**src/rtl/register_read_port.sv**
```systemverilog
// Two-operand read port for the 16 x 32-bit register bank.
// Registers both operands into a one-slot output stage with same-cycle write bypass.
module register_read_port (
    input  logic        i_clk,
    input  logic        i_reset_n,
    input  logic [31:0] i_r0,
    input  logic [31:0] i_r1,
    input  logic [31:0] i_r2,
    input  logic [31:0] i_r3,
    input  logic [31:0] i_r4,
    input  logic [31:0] i_r5,
    input  logic [31:0] i_r6,
    input  logic [31:0] i_r7,
    input  logic [31:0] i_r8,
    input  logic [31:0] i_r9,
    input  logic [31:0] i_r10,
    input  logic [31:0] i_r11,
    input  logic [31:0] i_r12,
    input  logic [31:0] i_r13,
    input  logic [31:0] i_r14,
    input  logic [31:0] i_r15,
    input  logic [15:0] i_wr_sel,
    input  logic [31:0] i_wr_data,
    input  logic        i_req_valid,
    output logic        o_req_ready,
    input  logic [3:0]  i_rs_sel,
    input  logic [3:0]  i_rt_sel,
    output logic        o_rd_valid,
    input  logic        i_rd_ready,
    output logic [31:0] o_rs_data,
    output logic [31:0] o_rt_data,
    output logic        o_wr_sel_err,
    output logic [15:0] o_rd_count
);

    localparam logic ST_EMPTY = 1'b0;
    localparam logic ST_FULL  = 1'b1;

    logic        r_state;
    logic        w_state_next;
    logic [31:0] r_rs_data;
    logic [31:0] r_rt_data;
    logic        r_wr_sel_err;
    logic [15:0] r_rd_count;

    logic [31:0] w_bank [16];
    logic        w_wr_any;
    logic        w_wr_multi;
    logic        w_wr_onehot;
    logic        w_rs_bypass;
    logic        w_rt_bypass;
    logic [31:0] w_rs_operand;
    logic [31:0] w_rt_operand;
    logic        w_accept;

    assign w_bank[0]  = i_r0;
    assign w_bank[1]  = i_r1;
    assign w_bank[2]  = i_r2;
    assign w_bank[3]  = i_r3;
    assign w_bank[4]  = i_r4;
    assign w_bank[5]  = i_r5;
    assign w_bank[6]  = i_r6;
    assign w_bank[7]  = i_r7;
    assign w_bank[8]  = i_r8;
    assign w_bank[9]  = i_r9;
    assign w_bank[10] = i_r10;
    assign w_bank[11] = i_r11;
    assign w_bank[12] = i_r12;
    assign w_bank[13] = i_r13;
    assign w_bank[14] = i_r14;
    assign w_bank[15] = i_r15;

    // x & (x-1) clears the lowest set bit; non-zero result means two or more bits set.
    assign w_wr_any    = |i_wr_sel;
    assign w_wr_multi  = |(i_wr_sel & (i_wr_sel - 16'd1));
    assign w_wr_onehot = w_wr_any && !w_wr_multi;

    assign w_rs_bypass  = w_wr_onehot && i_wr_sel[i_rs_sel];
    assign w_rt_bypass  = w_wr_onehot && i_wr_sel[i_rt_sel];
    assign w_rs_operand = w_rs_bypass ? i_wr_data : w_bank[i_rs_sel];
    assign w_rt_operand = w_rt_bypass ? i_wr_data : w_bank[i_rt_sel];

    assign o_req_ready = (r_state == ST_EMPTY) || i_rd_ready;
    assign w_accept    = i_req_valid && o_req_ready;

    always_comb begin
        w_state_next = r_state;
        case (r_state)
            ST_EMPTY: begin
                if (w_accept) begin
                    w_state_next = ST_FULL;
                end
            end
            ST_FULL: begin
                if (w_accept) begin
                    w_state_next = ST_FULL;
                end else if (i_rd_ready) begin
                    w_state_next = ST_EMPTY;
                end
            end
            default: w_state_next = ST_EMPTY;
        endcase
    end

    always_ff @(posedge i_clk) begin
        if (!i_reset_n) begin
            r_state      <= ST_EMPTY;
            r_rs_data    <= 32'd0;
            r_rt_data    <= 32'd0;
            r_wr_sel_err <= 1'b0;
            r_rd_count   <= 16'd0;
        end else begin
            r_state <= w_state_next;
            if (w_wr_multi) begin
                r_wr_sel_err <= 1'b1;
            end
            if (w_accept) begin
                r_rs_data  <= w_rs_operand;
                r_rt_data  <= w_rt_operand;
                r_rd_count <= r_rd_count + 16'd1;
            end
        end
    end

    assign o_rd_valid   = (r_state == ST_FULL);
    assign o_rs_data    = r_rs_data;
    assign o_rt_data    = r_rt_data;
    assign o_wr_sel_err = r_wr_sel_err;
    assign o_rd_count   = r_rd_count;

endmodule

```
**config.mk**
```make
export PLATFORM = sky130hd
export DESIGN_NAME = register_read_port
export DESIGN_NICKNAME = d
export VERILOG_FILES = /design/src/rtl/register_read_port.sv
export SDC_FILE = /design/constraint.sdc
export NUM_CORES = 1
export LEC_CHECK = 0
export CORE_AREA = 5 5 251 253
export CTS_BUF_LIST = sky130_fd_sc_hd__clkbuf_16
export DETAILED_ROUTE_END_ITERATION = 8
export DIE_AREA = 0 0 256 258
export PLACE_DENSITY_LB_ADDON = 0.08
export SETUP_SLACK_MARGIN = 0.05
export SYNTH_ARGS = -nofsm -noshare
export SYNTH_HDL_FRONTEND = slang
export SYNTH_SLANG_ARGS = --single-unit
```
**constraint.sdc**
```tcl
create_clock -name i_clk -period 2.75 [get_ports i_clk]
set_clock_uncertainty 0.2 [all_clocks]
set_input_delay 0.4125 -clock i_clk [delete_from_list [all_inputs] [get_ports i_clk]]
set_output_delay 0.4125 -clock i_clk [all_outputs]
set_load 0.02 [all_outputs]
```
* Word-level counts from Yosys, hierarchy flattened *
Index checks and enable logic that the tools add are counted.

storage, ports and cells
  register bits = 82
  bits of input ports = 572
  output and inout port bits = 83
  word-level logic and storage cells = 39

cells by class
  add/subtract/negate cells = 2
  $lt $le $gt $ge = 4
  muxes and demuxes = 16
  bitwise logic cells = 4
  reductions and logical operators = 8

operator list
  kind                                                                           number
  32-bit binary-select mux with 4-bit select                                     2
  32-bit 2-to-1 mux                                                              6
  16-bit OR reduction                                                            2
  16-bit by 1-bit adder with 16-bit output (second input constant)               1
  16-bit bitwise AND                                                             1
  16-bit by 1-bit subtractor with 16-bit output (second input constant)          1
  5-bit greater-or-equal comparator (second input constant)                      2
  4-bit by 5-bit less-than comparator with 1-bit output (second input constant)  2
  4-bit inverter with 5-bit output                                               2
  1-bit binary-select mux with 4-bit select                                      2
  1-bit 2-to-1 mux                                                               5
  1-bit logical AND                                                              4
  1-bit one-hot mux with 2 select lines                                          1
  1-bit zero test                                                                1
  1-bit logical OR                                                               1
  1-bit inverter                                                                 1

* Depth between registers and ports, before layout *
  word-level depth = 7
  gate-level depth with buffers = 8

* Worst setup path before layout *
OpenSTA, ideal clock, no wires.

  path type = input port to flip-flop
  start point = input port i_rt_sel[1]
  end point = register r_rt_data[12], in the netlist o_rt_data[12]
  arrival = 2.236 ns
  slack = 0.195 ns
  stages on the path = 8
  path buffers = 3
  cells stage by stage = buf_2 > mux4_2 > mux4_2 > buf_2 > buf_2 > nand2_1 > o41ai_2 > o221a_1

between the ends
  cells in the longest elaborated chain, start to end = 5
  elaborated cells on any way between the ends = 8
  those cells by class = 6 x mux; 1 x bitwise; 1 x reduce/logical

ends and longest elaborated chain
  what                                                    RTL line  source
  start, declared                                         27        input logic [3:0] i_rt_sel,
  4-bit inverter with 5-bit output (not written as such)  81        assign w_rt_operand = w_rt_bypass ? i_wr_data : w_bank[i_rt_sel];
  32-bit binary-select mux with 4-bit select              81
  32-bit 2-to-1 mux (not written as such) (2 in a row)    81
  32-bit 2-to-1 mux *                                     81
  end signal, assigned                                    119       r_rt_data <= w_rt_operand;
  end, declared                                           42        logic [31:0] r_rt_data;

Every way passes the cells marked *; elsewhere a longest branch is shown, timed or not. The select of a mux whose other input is x is not followed.
A chain may end at the register's enable or synchronous reset.

* Worst setup path in the final report *
  start point = input port i_wr_sel[15]
  end point = register r_rt_data[0], in the netlist o_rt_data[0]

between the ends
  cells in the longest elaborated chain, start to end = 7
  elaborated cells on any way between the ends = 10
  those cells by class = 1 x add/sub; 3 x mux; 1 x bitwise; 5 x reduce/logical

ends and longest elaborated chain
  what                                           RTL line  source
  start, declared                                22        input logic [15:0] i_wr_sel,
  16-bit by 1-bit subtractor with 16-bit output  75        assign w_wr_multi = |(i_wr_sel & (i_wr_sel - 16'd1));
  16-bit bitwise AND                             75
  16-bit OR reduction                            75
  1-bit zero test                                76        assign w_wr_onehot = w_wr_any && !w_wr_multi;
  1-bit logical AND                              76
  1-bit logical AND *                            79        assign w_rt_bypass = w_wr_onehot && i_wr_sel[i_rt_sel];
  32-bit 2-to-1 mux *                            81

Marks and branches as above.

==> results.cfg <==
[worst_setup_path]
critPathMaxFanout = 25
rr_worst_depth = 7
worst_setup_path_end_kind = register
timing.critical_path.required_ps = 2840
critical_path.reg2reg.endpoint = o_rd_count[14]
critPathKind = in -> reg
r2r-start = o_rd_count[0]
setup.reg_to_reg.worst_slack_ps = 860
cp.arrival_ps = 2810
timing.critical_path.from_type = primary input

[synthesis]
ys.warnings.count = 0
synth_top_family_by_area = multiplexers
yosys-mux-area-fraction_pct = 61.1
async_flop_share_pct = 0
ys_seq_area_share_pct = 12.5
avgSynthCellArea_um2 = 12.3
synthDominantAreaCellType = mux4_2
synth.top_cell.area_share_pct = 45.7
share_of_synthesized_cell_area_in_and_or_nand_and_nor_gates_pct = 4.90
syn-num-nets = 1640
yosys.cell_count.top_type = mux4_2
synth_enable_flop_cells = 0
mappedNetlistArea_mm2 = 0.0131
yosys_register_bits = 82
synth_cell_types = 49
dominantRegCellSynth = dfxtp_1
yosys.area_share.xor_xnor_pct = 1.00
number_of_instances_in_the_synthesized_netlist = 1067
synth.top_cells.by_count = mux4_2 (266), mux2i_1 (142), dfxtp_1 (82)
top_area_cells_in_the_synthesized_netlist = mux4_2 (46%), dfxtp_1 (13%), mux2i_1 (11%)
synth_compound_area_share_pct = 14.7
yosys.area_share.adder_pct = 0.0955

[place]
placement.cell_area_mm2 = 0.0217
place_inst = 2517
pre_cts_setup_slack_ps = -344
numPortBuffers = 654
place_hpwl_mm = 68.9
placer_congestion = 0.900

[global_routing]
overflow = 0
antenna_violations_before_repair = 51
grt_first_pass_wirelength_mm = 113
grt.total_usage_pct = 23.4
grt_pass1_vias = 14536
maximum_number_of_pins_on_one_net_before_global_route_repair = 84

[min_path]
hold_class = reg -> reg
timing.hold.worst_path_depth = 2
holdPathEnd = o_rd_count[15]
hp_start = o_rd_count[15]

[detailed_routing]
total_wire_length_mm = 81.3
drt_pass1_iterations = 5
first_iter_violations = 935
detail_route.vias_per_cell = 5.42
ant_nets = 0
num_vias = 13874
route.detailed.wl_per_inst_um = 31.8
remaining_drc_errors = 0

[sta]
achievable-frequency_ghz = 0.368
worst_slack_ps = 33.7
timing.final.setup_violations = 0
final-hold-violation-count = 0
slew-limit-headroom_pct = 51.6
final_period_minus_worst_setup_slack_ps = 2720
worst_hold_slack_ps = 329
worstMarginPinSlew_ps = 706
setup_repair_after_global_routing_missed_its_margin = true
maxSlewViolCount = 0
final_min_period_over_clock_period_pct = 98.8

[floorplan]
die_x_um = 256
placeable_core_region_mm2 = 0.0608
initial_core_util_pct = 21.6
ios = 655
die_area_mm2 = 0.0660
fp.dieH_um = 258
core.rowCount = 91

[clocking]
tritoncts = built
cts.sinks = 82
clock_transition_time_at_the_flip_flop_clock_pins_of_the_worst_setup_and_hold_paths_ps = 60
cts_post_setup_buffers_inserted = 0
clk-insertion-delay-late_ps = 350
cts_made_buffers = 9
htreeDepth = 3
max-clock-path-buffers = 2
cts-root-buf = clkbuf_16

[power]
power_density_mw_per_mm2 = 282
power.static_leakage_uw = 0.00787
totalPowerFinal_uw = 6240
peakVddDrop_uv = 291

[layout]
nNetsFinal = 2311
instances_no_fill = 2558
post_route_cells_drive_above_1_share_pct = 30.9
design_area_mm2 = 0.0222
syn_to_final_growth_pct = 69.0

[run]
max_cap_viol_count = 0

[outcome]
outcome = completed
worst max-delay path by stage:
| stage | from | slack (ps) | end | depth (start not counted) |
|---|---|---|---|---|
| after global routing | i_wr_sel[1] | 30 | o_rt_data[11] | 9 |
| after detailed placement | i_wr_sel[5] | -340 | o_rs_data[10] | 8 |
| after CTS | i_wr_sel[6] | 50 | o_rt_data[0] | 6 |
| after floorplan | i_rt_sel[1] | 190 | o_rt_data[12] | 8 |
| final | i_wr_sel[15] | 30 | o_rt_data[0] | 6 |
| after global placement | i_wr_sel[9] | -300 | o_rt_data[2] | 7 |
worst max-delay path, cell delays in order:
cell and delay [ps]:
clkdlybuf4s50_1 470, mux4_2 520, mux4_2 540, buf_12 190, a41oi_1 410, o221a_1 270
placed cells by master (no fill, tap or decap), drive strengths merged, types with 2 or more instances in the layout:
cell	instances
o21ai	15
a31oi	13
and2	2
mux2	53
a21oi	3
a41oi	52
nand4	8
xnor2	2
inv	6
clkinv	5
buf	170
clkdlybuf4s50	637
a22oi	2
mux4	266
dlymetal6s2s	8
dfxtp	82
o41ai	64
or4	12
o22ai	2
clkbuf	11
and3	3
nor2	24
nand3	5
or3	2
nor4	3
mux2i	142
diode	25
nand2	71
xor2	13
o221a	52
nor3	2
power by group:
| part | switching (uW) | leakage (uW) | internal, uW |
|---|---|---|---|
| Combinational | 1600 | 0.00705 | 2150 |
| Sequential | 79.9 | 0.000678 | 1280 |
| Clock | 522 | 0.000138 | 602 |
| Total | 2210 | 0.00787 | 4030 |
logic make-up after synthesis:
family          Yosys count
mux                     461
compound gates          211
buf+inv                 162
simple gates            135
flops                    82
xor+xnor                 15
fa+ha+maj                 1
routing by layer:
metal  part of all wire (%)  vias up  track usage [%]
met5                   0.34        -                0
met4                    1.5       40             6.60
met3                    8.0      100             7.90
met2                     49      558             37.9
met1                     42     7089             30.0
li1                       -     6087                -
layout make-up:
cell class / instances / area [um^2]
fill: 6083 / 38600
multi-input combinational: 823 / 10900
timing repair buffer: 817 / 8290
sequential: 82 / 1640
tap: 790 / 988
clock buffer: 9 / 225
antenna: 25 / 62.6
clock inverter: 7 / 38.8
inverter: 5 / 18.8
flip-flops by register name (all words and copies together) (netlist names):
| signal | flops |
|---|---|
| o_rd_valid | 1 |
| o_wr_sel_err | 1 |
| o_rs_data | 32 |
| o_rd_count | 16 |
| o_rt_data | 32 |
timing repair:
action                                  in CTS  in global routing
gates resized for setup                      1                 23
hold endpoints to repair                     0                  0
endpoints found under the setup margin       1                 38
hold buffers                                 0                  0
per-stage QoR:
stage          TNS (ps)  utilization [%]
4_1_cts               0             36.1
3_3_place_gp     -14510             35.7
2_1_floorplan         0                -
3_5_place_dp     -15940             35.7
5_1_grt               0             36.4
6_report              0             36.4
No activity file was read; power rests on OpenSTA's default activity.
